===== src/rtl/swd_target.sv =====
// SWD target responder: header decode, ACK, read-data drive, write-data capture; no backpressure, ~4 clk from SWCLK rise to outputs.
// Optional line-reset detector enabled by `define SWD_TGT_LINERESET_EN (adds lineReset output).
module swd_target #(
  parameter int SYNC_STAGES       = 2,
  parameter int LINE_RESET_CYCLES = 50
) (
  input  logic        clk,
  input  logic        rst,
  input  logic        swclk,
  input  logic        swdi,
  output logic        swdo,
  output logic        swwr,
  output logic        apndp,
  output logic        rnw,
  output logic [1:0]  addr32,
  output logic        req,
  input  logic [2:0]  ackIn,
  input  logic [31:0] dreadIn,
  output logic [31:0] dwrite,
  output logic        wstb,
  output logic        perr,
  output logic        busy
`ifdef SWD_TGT_LINERESET_EN
  ,
  output logic        lineReset
`endif
);

  typedef enum logic [2:0] {
    IDLE  = 3'd0,
    HDR   = 3'd1,
    TRN1  = 3'd2,
    ACK   = 3'd3,
    RDATA = 3'd4,
    TRN2  = 3'd5,
    WTRN  = 3'd6,
    WDATA = 3'd7
  } state_t;

  state_t state, state_nxt;
  logic [5:0] cnt, cnt_nxt;

  logic [SYNC_STAGES-1:0] sclk_sync;
  logic [SYNC_STAGES-1:0] sdi_sync;
  logic                   sclk_prev;
  logic                   rise;
  logic                   sdi;

  logic [5:0]  hdr_sr;
  logic [2:0]  ack_q;
  logic [31:0] rdata_q;
  logic [31:0] wdata_sr;
  logic        hdr_ok;
  logic        hdr_valid;
  logic        ack_ok;
  logic        start_ok;

  // swclk and swdi share the same synchroniser depth so data stays aligned to the detected edge
  always_ff @(posedge clk or negedge rst) begin
    if (!rst) begin
      sclk_sync <= '0;
      sdi_sync  <= '0;
      sclk_prev <= 1'b0;
    end else begin
      sclk_sync <= {sclk_sync[SYNC_STAGES-2:0], swclk};
      sdi_sync  <= {sdi_sync[SYNC_STAGES-2:0], swdi};
      sclk_prev <= sclk_sync[SYNC_STAGES-1];
    end
  end

  assign rise = sclk_sync[SYNC_STAGES-1] & ~sclk_prev;
  assign sdi  = sdi_sync[SYNC_STAGES-1];

  // hdr_sr[0]=APnDP .. hdr_sr[4]=parity, hdr_sr[5]=stop; current sample is park
  assign hdr_ok    = sdi & ~hdr_sr[5] & (hdr_sr[4] == ^hdr_sr[3:0]);
  assign hdr_valid = rise && (state == HDR) && (cnt == 6'd6) && hdr_ok;
  assign ack_ok    = (ack_q == 3'b001);

`ifdef SWD_TGT_LINERESET_EN
  localparam int LRW = $clog2(LINE_RESET_CYCLES + 1);
  logic [LRW-1:0] lr_cnt;
  logic           need_zero;
  logic           lr_hit;

  assign lr_hit   = rise & ~swwr & sdi & (lr_cnt == LRW'(LINE_RESET_CYCLES - 1));
  assign start_ok = sdi & ~need_zero;

  always_ff @(posedge clk or negedge rst) begin
    if (!rst) begin
      lr_cnt    <= '0;
      need_zero <= 1'b0;
      lineReset <= 1'b0;
    end else begin
      lineReset <= lr_hit;
      if (rise) begin
        if (swwr || !sdi)
          lr_cnt <= '0;
        else if (lr_cnt != LRW'(LINE_RESET_CYCLES))
          lr_cnt <= lr_cnt + LRW'(1);
        if (lr_hit)
          need_zero <= 1'b1;
        else if (!sdi)
          need_zero <= 1'b0;
      end
    end
  end
`else
  assign start_ok = sdi;
`endif

  always_ff @(posedge clk or negedge rst) begin
    if (!rst) begin
      state <= IDLE;
      cnt   <= '0;
    end else begin
      state <= state_nxt;
      cnt   <= cnt_nxt;
    end
  end

  always_comb begin
    state_nxt = state;
    cnt_nxt   = cnt;
    if (rise) begin
      case (state)
        IDLE: begin
          if (start_ok) begin
            state_nxt = HDR;
            cnt_nxt   = '0;
          end
        end
        HDR: begin
          if (cnt == 6'd6) begin
            state_nxt = hdr_ok ? TRN1 : IDLE;
            cnt_nxt   = '0;
          end else begin
            cnt_nxt = cnt + 6'd1;
          end
        end
        TRN1: begin
          state_nxt = ACK;
          cnt_nxt   = '0;
        end
        ACK: begin
          if (cnt == 6'd2) begin
            state_nxt = (ack_ok && rnw) ? RDATA : WTRN;
            cnt_nxt   = '0;
          end else begin
            cnt_nxt = cnt + 6'd1;
          end
        end
        RDATA: begin
          if (cnt == 6'd32) begin
            state_nxt = TRN2;
            cnt_nxt   = '0;
          end else begin
            cnt_nxt = cnt + 6'd1;
          end
        end
        TRN2: begin
          state_nxt = IDLE;
          cnt_nxt   = '0;
        end
        WTRN: begin
          state_nxt = ack_ok ? WDATA : IDLE;
          cnt_nxt   = '0;
        end
        WDATA: begin
          if (cnt == 6'd32) begin
            state_nxt = IDLE;
            cnt_nxt   = '0;
          end else begin
            cnt_nxt = cnt + 6'd1;
          end
        end
        default: begin
          state_nxt = IDLE;
          cnt_nxt   = '0;
        end
      endcase
`ifdef SWD_TGT_LINERESET_EN
      if (lr_hit) begin
        state_nxt = IDLE;
        cnt_nxt   = '0;
      end
`endif
    end
  end

  // Line ownership follows state directly, so async reset releases SWDIO immediately
  always_comb begin
    swwr = 1'b0;
    swdo = 1'b0;
    busy = (state != IDLE);
    case (state)
      ACK: begin
        swwr = 1'b1;
        case (cnt[1:0])
          2'd0:    swdo = ack_q[0];
          2'd1:    swdo = ack_q[1];
          default: swdo = ack_q[2];
        endcase
      end
      RDATA: begin
        swwr = 1'b1;
        swdo = (cnt == 6'd32) ? ^rdata_q : rdata_q[cnt[4:0]];
      end
      default: ;
    endcase
  end

  always_ff @(posedge clk or negedge rst) begin
    if (!rst) begin
      hdr_sr   <= '0;
      ack_q    <= '0;
      rdata_q  <= '0;
      wdata_sr <= '0;
      dwrite   <= '0;
      apndp    <= 1'b0;
      rnw      <= 1'b0;
      addr32   <= '0;
      req      <= 1'b0;
      wstb     <= 1'b0;
      perr     <= 1'b0;
    end else begin
      req  <= hdr_valid;
      wstb <= 1'b0;
      if (rise) begin
        if (state == HDR && cnt < 6'd6)
          hdr_sr <= {sdi, hdr_sr[5:1]};
        if (hdr_valid) begin
          apndp  <= hdr_sr[0];
          rnw    <= hdr_sr[1];
          addr32 <= {hdr_sr[3], hdr_sr[2]};
          perr   <= 1'b0;
        end
        if (state == TRN1) begin
          ack_q   <= ackIn;
          rdata_q <= dreadIn;
        end
        if (state == WDATA) begin
          if (cnt < 6'd32) begin
            wdata_sr <= {sdi, wdata_sr[31:1]};
          end else begin
            dwrite <= wdata_sr;
            perr   <= (sdi != ^wdata_sr);
            wstb   <= (sdi == ^wdata_sr);
          end
        end
      end
    end
  end

endmodule


===== config.mk =====
export PLATFORM = sky130hd
export DESIGN_NAME = swd_target
export DESIGN_NICKNAME = d
export VERILOG_FILES = /design/src/rtl/swd_target.sv
export SDC_FILE = /design/constraint.sdc
export NUM_CORES = 1
export LEC_CHECK = 0
export CAP_MARGIN = 20
export CORE_UTILIZATION = 55
export CTS_CLUSTER_SIZE = 16
export DETAILED_ROUTE_END_ITERATION = 12
export PLACE_DENSITY = 0.8
export REMOVE_ABC_BUFFERS = 1
export SLEW_MARGIN = 20
export SYNTH_ARGS = -nofsm -noshare
export SYNTH_HDL_FRONTEND = slang
export SYNTH_SLANG_ARGS = --single-unit

===== constraint.sdc =====
create_clock -name clk -period 2.7 [get_ports clk]
set_input_delay 0.54 -clock clk [delete_from_list [all_inputs] [get_ports clk]]
set_output_delay 0.54 -clock clk [all_outputs]
set_load 0.05 [all_outputs]

==> impl_results.md, run 1 <==
* Max Root-Sink Buffers at 2
* Worst r2r src: cnt[0]
* Syn_area_per_cell at 13.9 um^2
* FF-to-FF path depth at 10
* Crit path buf inv count at 2
* Area grow syn2layout at 28.1%
* Nets at 556
* Static Leak at 0.00333 uW
* Max cap viols at 0
* Top cells by count, synth: dfrtp_1 (126), mux2_2 (106), xnor2_1 (59)
* RSZ-0062 raised after global routing: true
* Pwr Total at 7450 uW
* Largest net degree at the start of global routing at 52
* Clock tree root driver cell: clkbuf_8
* Clock Latency Late Sink at 0.52 ns
* I/O Buffers at 80
* Fin. max-slew vios at 0
* ANT cells at 0
* Most common cell in the netlist: dfrtp_1
* Via Count at 3,517
* Leading area contributor after synthesis: dfrtp_1
* R2r setup slk at 0.43 ns
* Worst vdd ir at 0.666 mV
* Critical path class: reg -> out
* # clock sinks at 126
* Pwr dens at 998 nW/um^2
* Vias in the first global route at 3,843
* Finished Layout Cells at 662
* First-iteration detailed-routing DRC count at 103
* WHS Endpoint: sclk_sync[1]
* Die height at 105 um
* Share of the synthesized area in the top cell type at 54.1%
* Initial antenna violation count at 0
* Depth of the CTS H-tree at 4
* Hold Crit Depth at 0
* # fillers at 689
* Remaining DRCs at 0
* Core Rows at 37
* Die W at 105 um
* Final setup viols at 1
* Final instance area at 7470 um^2
* Die ar. at 11,000 um^2
* CTS Buf Count at 17
* Worst-path clk slew at 0.06 ns
* Failing checks: setup timing
* Worst path required time at 2.16 ns
* Slack of the critical path at -0.359 ns
* WP data arrival at 2.52 ns
* Area contributors post-synth: dfrtp_1 (54%), mux2_2 (20%), xnor2_1 (8.9%)
* I/O Pins at 81
* FF+latch count, synth at 126
* Total core area at 10,300 um^2
* Netlist cell types at 40
* Reg2reg end: state[0]
* Total gr overflow at 0
* Critical path peak fanout at 3
* Final wirelength at 10.8 mm
* Slew Limit Headroom at 62.4%
* Post-synth EDFFs at 0
* First-pass DRT Iterations at 4
* CP cell instances: buf_4, mux4_2, and2_1, a21oi_2, mux4_2, a21oi_2, o21ai_1, o21ai_2, buf_12
* Post-route core utilization at 72.7%
* Fmax at 327 MHz
* Final HPWL DP at 7.43 mm
* Outcome: finished with violations
* Crit end category: output pin
* Initial Utilization at 56.7%
* Share of layout cells above drive strength 1 at 32.7%
* Hold path start: sclk_sync[0]
* Clk_skew at 0.00843 ns
* Gate Count Post-Synth at 418
* Tmin final at 3.06 ns
* Final Cycle Share at 113%
* Placed Cells at 629
* GPL Wtd Cong at 0.757
* Max stage delay cell, worst path: mux4_2
* Setup repair bufs after CTS at 0
* Delay-heaviest family, CP: multiplexers
* Post-synthesis sequential area ratio at 54.1%
* Ys async rst share at 100%
* Startpoint class of the critical path: flip-flop
* Drt via density at 5.31
* First-pass GRT wire length at 18.8 mm
* Critical Path Max Stage Delay at 0.47 ns
* Post-synthesis cell area at 5830 um^2
* Placed Area at 6830 um^2
* Yosys warns at 0
* Top_reg_cell synth: dfrtp_1
* CTS tree: done
* Slew of the pin with the lowest slew margin at 0.562 ns
* Wire per inst at 16.3 um
* Hold Slack at 0.348 ns
* Gr usage total at 22.3%
* Min-Delay Path Class: reg -> reg
* DRT antenna net count at 0
* Final Hold Fails at 0
[cells by family after synthesis]
group / Yosys count / synth area share, %
compound gates: 29 / 3.28
xor+xnor: 68 / 10.3
fa+ha+maj: 4 / 0.859
buf+inv: 23 / 2.06
flops: 126 / 54.1
mux: 120 / 24.9
simple gates: 48 / 4.46
[power by group]
part / switching [uW] / internal, uW / leakage, uW
clock: 831 / 1510 / 0.000298
sequential: 374 / 2210 / 0.00168
combinational: 1100 / 1410 / 0.00135
[worst register-to-register path: stages (launching register included)]
cell      delay [ns]
dfrtp_1         0.40
buf_4           0.16
buf_4           0.17
inv_1           0.11
ha_1            0.15
nand2_1         0.06
o32ai_2         0.15
a211oi_2        0.11
a31oi_2         0.36
nand2b_2        0.15
mux2_1          0.33
[registers in the layout, summed over array words and instances, names as in the netlist]
signal     flops
hdr_sr         6
rdata_q       32
sclk_prev      1
sdi_sync       2
dwrite        32
apndp          1
state          3
cnt            6
addr32         2
req            1
ack_q          3
wdata_sr      32
wstb           1
perr           1
rnw            1
sclk_sync      2
[cell type report]
type | instances | area [um^2] | share of cell area (%)
flip-flops and latches | 126 | 3150 | 42.2
multi-input cells | 269 | 2570 | 34.4
repair buffers | 93 | 931 | 12.5
clock buffers | 21 | 469 | 6.28
well taps | 136 | 170 | 2.28
clock inverters | 11 | 153 | 2.04
inverters | 6 | 22.5 | 0.302
[worst max-delay path by stage]
stage | startpoint | endpoint | slack (ns) | depth (start not counted)
after floorplan | cnt[0] | swdo | -0.16 | 7
after CTS | cnt[0] | swdo | -0.44 | 9
final | cnt[0] | swdo | -0.36 | 9
after global routing | cnt[0] | swdo | -0.49 | 9
after detailed placement | cnt[0] | swdo | 0.09 | 9
after global placement | cnt[0] | swdo | 0.12 | 9
[layer usage]
layer | part of all wire (%) | track usage [%] | routed length (um)
met2 | 51 | 37.2 | 5540
met1 | 44 | 27.7 | 4730
met3 | 4.1 | 7.11 | 438
met5 | 0 | 0 | 0
met4 | 0.86 | 7.04 | 93
[stage by stage]
stage / setup TNS [ns] / setup WS (ns)
after CTS: -0.439 / -0.439
final: -0.359 / -0.359
after global placement: 0 / 0.120
after detailed placement: 0 / 0.0895
after global routing: -0.486 / -0.486
after floorplan: -3.03 / -0.156
[timing repair]
action                                 CTS  global route
setup endpoints to repair                3             1
endpoints found under the hold margin   27             0
cloned                                   0             0
hold buffers                             1             0
gates resized for setup                  3             2
pin swaps                                2             0
[cells in the final DEF (no fill, tap or decap), types with 5 or more instances in the layout]
cell type / synthesis / routed
dfrtp_1: 126 / 126
clkbuf_8: 0 / 5
clkdlybuf4s50_1: 0 / 76
clkbuf_16: 0 / 16
buf_4: 0 / 11
mux4_2: 9 / 9
a21oi_1: 7 / 5
and2_1: 5 / 5
xnor2_1: 59 / 59
nand2_1: 11 / 11
o21ai_1: 10 / 9
mux2_2: 106 / 106
xor2_1: 8 / 8
nor2_1: 12 / 11
inv_1: 6 / 6
(Power assumes the default switching activity.)
==> run 2: changes to the inputs <==
Settings changed: SKIP_CTS_REPAIR_TIMING set to 1.
Clock period 2.7 ns to 3 ns, I/O delays scaled along.
==> impl_results.md, run 2 (same netlist as run 1, synthesis figures left out) <==
* Slew Limit Headroom at 55.4%
* Final instance area at 7350 um^2
* I/O Pins at 81
* Slack of the critical path at -0.152 ns
* Slew of the pin with the lowest slew margin at 0.669 ns
* Top flop regs: dwrite (32), rdata_q (32), wdata_sr (32)
* Static Leak at 0.00327 uW
* Nets at 553
* Gr usage total at 22.5%
* Comb power frac at 35.0%
* Worst vdd ir at 0.479 mV
* Share of layout cells above drive strength 1 at 31.9%
* # clock sinks at 126
* Failing checks: setup timing
* Startpoint class of the critical path: flip-flop
* Sw frac at 31.9%
* First-iteration detailed-routing DRC count at 126
* Largest net degree at the start of global routing at 55
* Fmax at 317 MHz
* Total core area at 10,300 um^2
* Placed Area at 6790 um^2
* P_int at 4380 uW
* Clock share of power at 28.6%
* Area grow syn2layout at 26.1%
* Die height at 105 um
* Final HPWL DP at 7.40 mm
* DRT antenna net count at 0
* First-pass DRT Iterations at 4
* Reg power frac at 36.4%
* Final Hold Fails at 0
* Wire per inst at 16.7 um
* Final setup viols at 1
* ANT cells at 0
* RSZ-0062 raised after global routing: true
* Die W at 105 um
* Most frequent cells in the layout: dfrtp_1 (124), mux2_2 (106), clkdlybuf4s50_1 (78)
* Max Root-Sink Buffers at 2
* Worst-path clk slew at 0.06 ns
* CTS tree: done
* Vias in the first global route at 3,754
* Total gr overflow at 0
* GPL Wtd Cong at 0.768
* Max stage delay cell, worst path: mux4_2
* Initial antenna violation count at 0
* Worst path required time at 2.40 ns
* Fin. max-slew vios at 0
* Remaining DRCs at 0
* CTS Buf Count at 17
* First-pass GRT wire length at 19.0 mm
* Final wirelength at 11.0 mm
* Depth of the CTS H-tree at 4
* Critical path peak fanout at 5
* Crit end category: output pin
* Outcome: finished with violations
* Clk_skew at 0.00943 ns
* NetSw at 2050 uW
* Tmin final at 3.15 ns
* Via Count at 3,558
* Pwr dens at 875 nW/um^2
* FF-to-FF path depth at 10
* Clock tree root driver cell: clkbuf_8
* Pre-CTS setup slack at 0.174 ns
* Max cap viols at 0
* WP data arrival at 2.55 ns
* Core Rows at 37
* Final Cycle Share at 105%
* Critical path class: reg -> out
* Critical Path Max Stage Delay at 0.50 ns
* Die ar. at 11,000 um^2
* Clock Latency Late Sink at 0.52 ns
* Initial Utilization at 56.7%
* Min-Delay Path Class: in -> async
* Drt via density at 5.40
* Most common cell after layout, fill and taps aside: dfrtp_1
* CP cell instances: buf_12, mux4_2, and2_1, a21oi_1, mux4_2, a21oi_2, o21ai_1, o21ai_2, buf_12
* I/O Buffers at 80
-- run 2: cell types whose count changed in the layout (fill, tap and decap cells not counted), moves of 2 or more --
cell             previous run  this run
dlygate4sd2_1               2         0
clkdlybuf4s50_1            76        78
bufinv_16                   3         1
dfrtp_2                     0         2
clkinv_2                    1         4
dfrtp_1                   126       124
buf_4                      11         8
clkbuf_1                    0         4
clkbuf_8                    5         2
inv_6                       3         1
-- run 2: power groups by stage --
stage               sequential [uW]  clock (uW)  combinational, uW
detailed placement             2380           0               2180
global route                   2390        1950               2450
global placement               2360           0               2130
CTS                            2360        1870               2200
finish                         2340        1840               2250
floorplan                      2280           0               1780
-- run 2: final timing paths --
path | start | endpoint | slack, ns
worst min-delay path | rst | dwrite[3] | 0.11
max in group asynchronous | rst | rdata_q[9] | 2.13
worst min register to register | sclk_sync[0] | sclk_sync[1] | 0.35
worst max-delay path | cnt[0] | swdo | -0.15
min in group clk | sclk_sync[0] | sclk_sync[1] | 0.35
worst max register to register | cnt[0] | state[0] | 0.62
-- run 2: critical path: cells and delay by family (launching register included) --
kind | cells | cell delay (ns)
AO/OA/AOI/OAI | 4 | 0.36
buffers and inverters | 2 | 0.30
flip-flops | 1 | 0.42
multiplexers | 2 | 0.82
AND/OR/NAND/NOR | 1 | 0.12
-- run 2: routing by layer --
| layer | up-vias | GRT usage, % | wire (um) |
|---|---|---|---|
| li1 | 1656 | - | - |
| met1 | 1813 | 29.9 | 5090 |
| met2 | 77 | 35.2 | 5390 |
| met3 | 12 | 5.99 | 408 |
| met4 | 0 | 8.95 | 111 |
| met5 | - | 0 | 0 |
-- run 2: through the flow --
stage / hold slack, ns / utilization (%) / setup TNS, ns / std cells / total power, uW
after floorplan: 0.304 / - / 0 / 401 / 4060
after global placement: 0.333 / 66.0 / 0 / 625 / 4490
after detailed placement: 0.335 / 66.0 / 0 / 625 / 4570
after CTS: 0.125 / 71.2 / -0.393 / 657 / 6430
after global routing: 0.150 / 71.5 / -0.217 / 659 / 6790
final: 0.107 / 71.5 / -0.152 / 659 / 6430
-- run 2: area by class of cell --
type / instances / area [um^2]
timing repair buffer: 90 / 906
clock inverter: 10 / 90.1
clock buffer: 22 / 443
fill: 703 / 2920
multi-input combinational: 269 / 2570
sequential: 126 / 3160
inverter: 6 / 22.5
tap: 136 / 170
==> run 3: changes to the inputs <==
Settings changed: CORE_ASPECT_RATIO set to 1.1, CORE_UTILIZATION 55 to 50, PLACE_DENSITY 0.8 to 0.74.
==> impl_results.md, run 3 (same netlist as run 1, synthesis figures left out) <==
* Met2 usage at 31.2%
* Final wirelength at 10.9 mm
* Crit path capture: swdo
* Die height at 115 um
* Nets at 551
* Vias in the first global route at 3,735
* Critical path peak fanout at 6
* Pwr dens at 906 nW/um^2
* Hold Slack at 0.215 ns
* Startpoint class of the critical path: flip-flop
* Worst-path clk slew at 0.05 ns
* Max Root-Sink Buffers at 2
* Min-Delay Path Class: in -> async
* Fmax at 336 MHz
* Grt met3 use at 6.01%
* # clock sinks at 126
* Remaining DRCs at 0
* Largest net degree at the start of global routing at 51
* Fin. max-slew vios at 0
* Top flop regs: dwrite (32), rdata_q (32), wdata_sr (32)
* TNS Setup at 0 ns
* Final Hold Fails at 0
* Final HPWL DP at 7.28 mm
* Clock tree root driver cell: clkbuf_16
* Most frequent cells in the layout: dfrtp_1 (124), mux2_2 (106), clkdlybuf4s50_1 (78)
* Worst r2r src: cnt[0]
* Post-route core utilization at 65.5%
* Crit end category: output pin
* Crit path from: cnt[0]
* Initial antenna violation count at 0
* I/O Buffers at 80
* Depth of the CTS H-tree at 4
* Total gr overflow at 0
* Final Cycle Share at 99.2%
* Critical path class: reg -> out
* Core Rows at 41
* Final setup viols at 0
* Via Count at 3,517
* Die W at 105 um
* First-pass GRT wire length at 18.4 mm
* Worst vdd ir at 0.845 mV
* GPL Wtd Cong at 0.811
* Drt via density at 5.24
* R2r setup slk at 0.64 ns
* Worst path required time at 2.40 ns
* CTS tree: done
* Slew Limit Headroom at 56.2%
* Total core area at 11,400 um^2
* First-pass DRT Iterations at 5
* GRT met1 Usage at 25.5%
* Tmin final at 2.97 ns
* Static Leak at 0.00331 uW
* Most common cell after layout, fill and taps aside: dfrtp_1
* Slew of the pin with the lowest slew margin at 0.657 ns
* Gr usage total at 19.7%
* RSZ-0062 raised after global routing: true
* Clock Latency Late Sink at 0.41 ns
* First-iteration detailed-routing DRC count at 128
* Wire per inst at 16.2 um
* WP data arrival at 2.37 ns
* CTS Buf Count at 17
* ANT cells at 0
* Reg2reg end: state[0]
* I/O Pins at 81
* Area grow syn2layout at 27.9%
* Outcome: complete, no violations
* Busiest grt layer: met2
* FF-to-FF path depth at 10
* Die ar. at 12,100 um^2
* Clk_skew at 0.00417 ns
* DRT antenna net count at 0
* Initial Utilization at 51.2%
* Max cap viols at 0
* Share of layout cells above drive strength 1 at 32.6%
## run 3: worst min-delay path by stage
stage,start,endpoint,slack (ns)
finish,rst,rdata_q[2],0.21
global route,rst,rdata_q[2],0.26
CTS,rst,rdata_q[2],0.24
detailed placement,sclk_sync[0],sclk_sync[1],0.34
global placement,sdi_sync[0],sdi_sync[1],0.33
floorplan,rst,ack_q[0],0.30
## run 3: layout make-up
cell class	instances	area, um^2
clock buffer	21	470
fill	852	3930
tap	150	188
sequential	126	3160
timing repair buffer	88	885
inverter	6	22.5
clock inverter	11	161
multi-input combinational	269	2570
## run 3: critical path: stages (launching register included)
cell	delay, ns
dfrtp_2	0.48
buf_6	0.16
mux4_2	0.33
a21oi_2	0.05
mux4_2	0.49
a21oi_2	0.12
o21ai_1	0.08
o21ai_2	0.09
buf_12	0.16
## run 3: power by group
part / leakage [uW] / switching, uW / internal, uW / total [uW]
combinational: 0.00132 / 965 / 1260 / 2230
clock: 0.000313 / 719 / 1450 / 2170
sequential: 0.00168 / 369 / 1990 / 2360
total: 0.00331 / 2050 / 4700 / 6760
## run 3: per-stage QoR
| step | area (um^2) | std cells | setup WS, ns | total power (uW) |
|---|---|---|---|---|
| after CTS | 7430 | 670 | -0.213 | 6770 |
| after global routing | 7460 | 671 | -0.0505 | 7130 |
| after detailed placement | 6800 | 638 | 0.233 | 4570 |
| after floorplan | 5730 | 401 | 0.0837 | 4060 |
| after global placement | 6800 | 638 | 0.275 | 4510 |
| final | 7460 | 671 | 0.0255 | 6760 |
## run 3: layer usage
metal / up-vias / routed length, um
li1: 1641 / -
met4: 0 / 208
met3: 18 / 437
met2: 76 / 5390
met1: 1782 / 4860
met5: - / 0
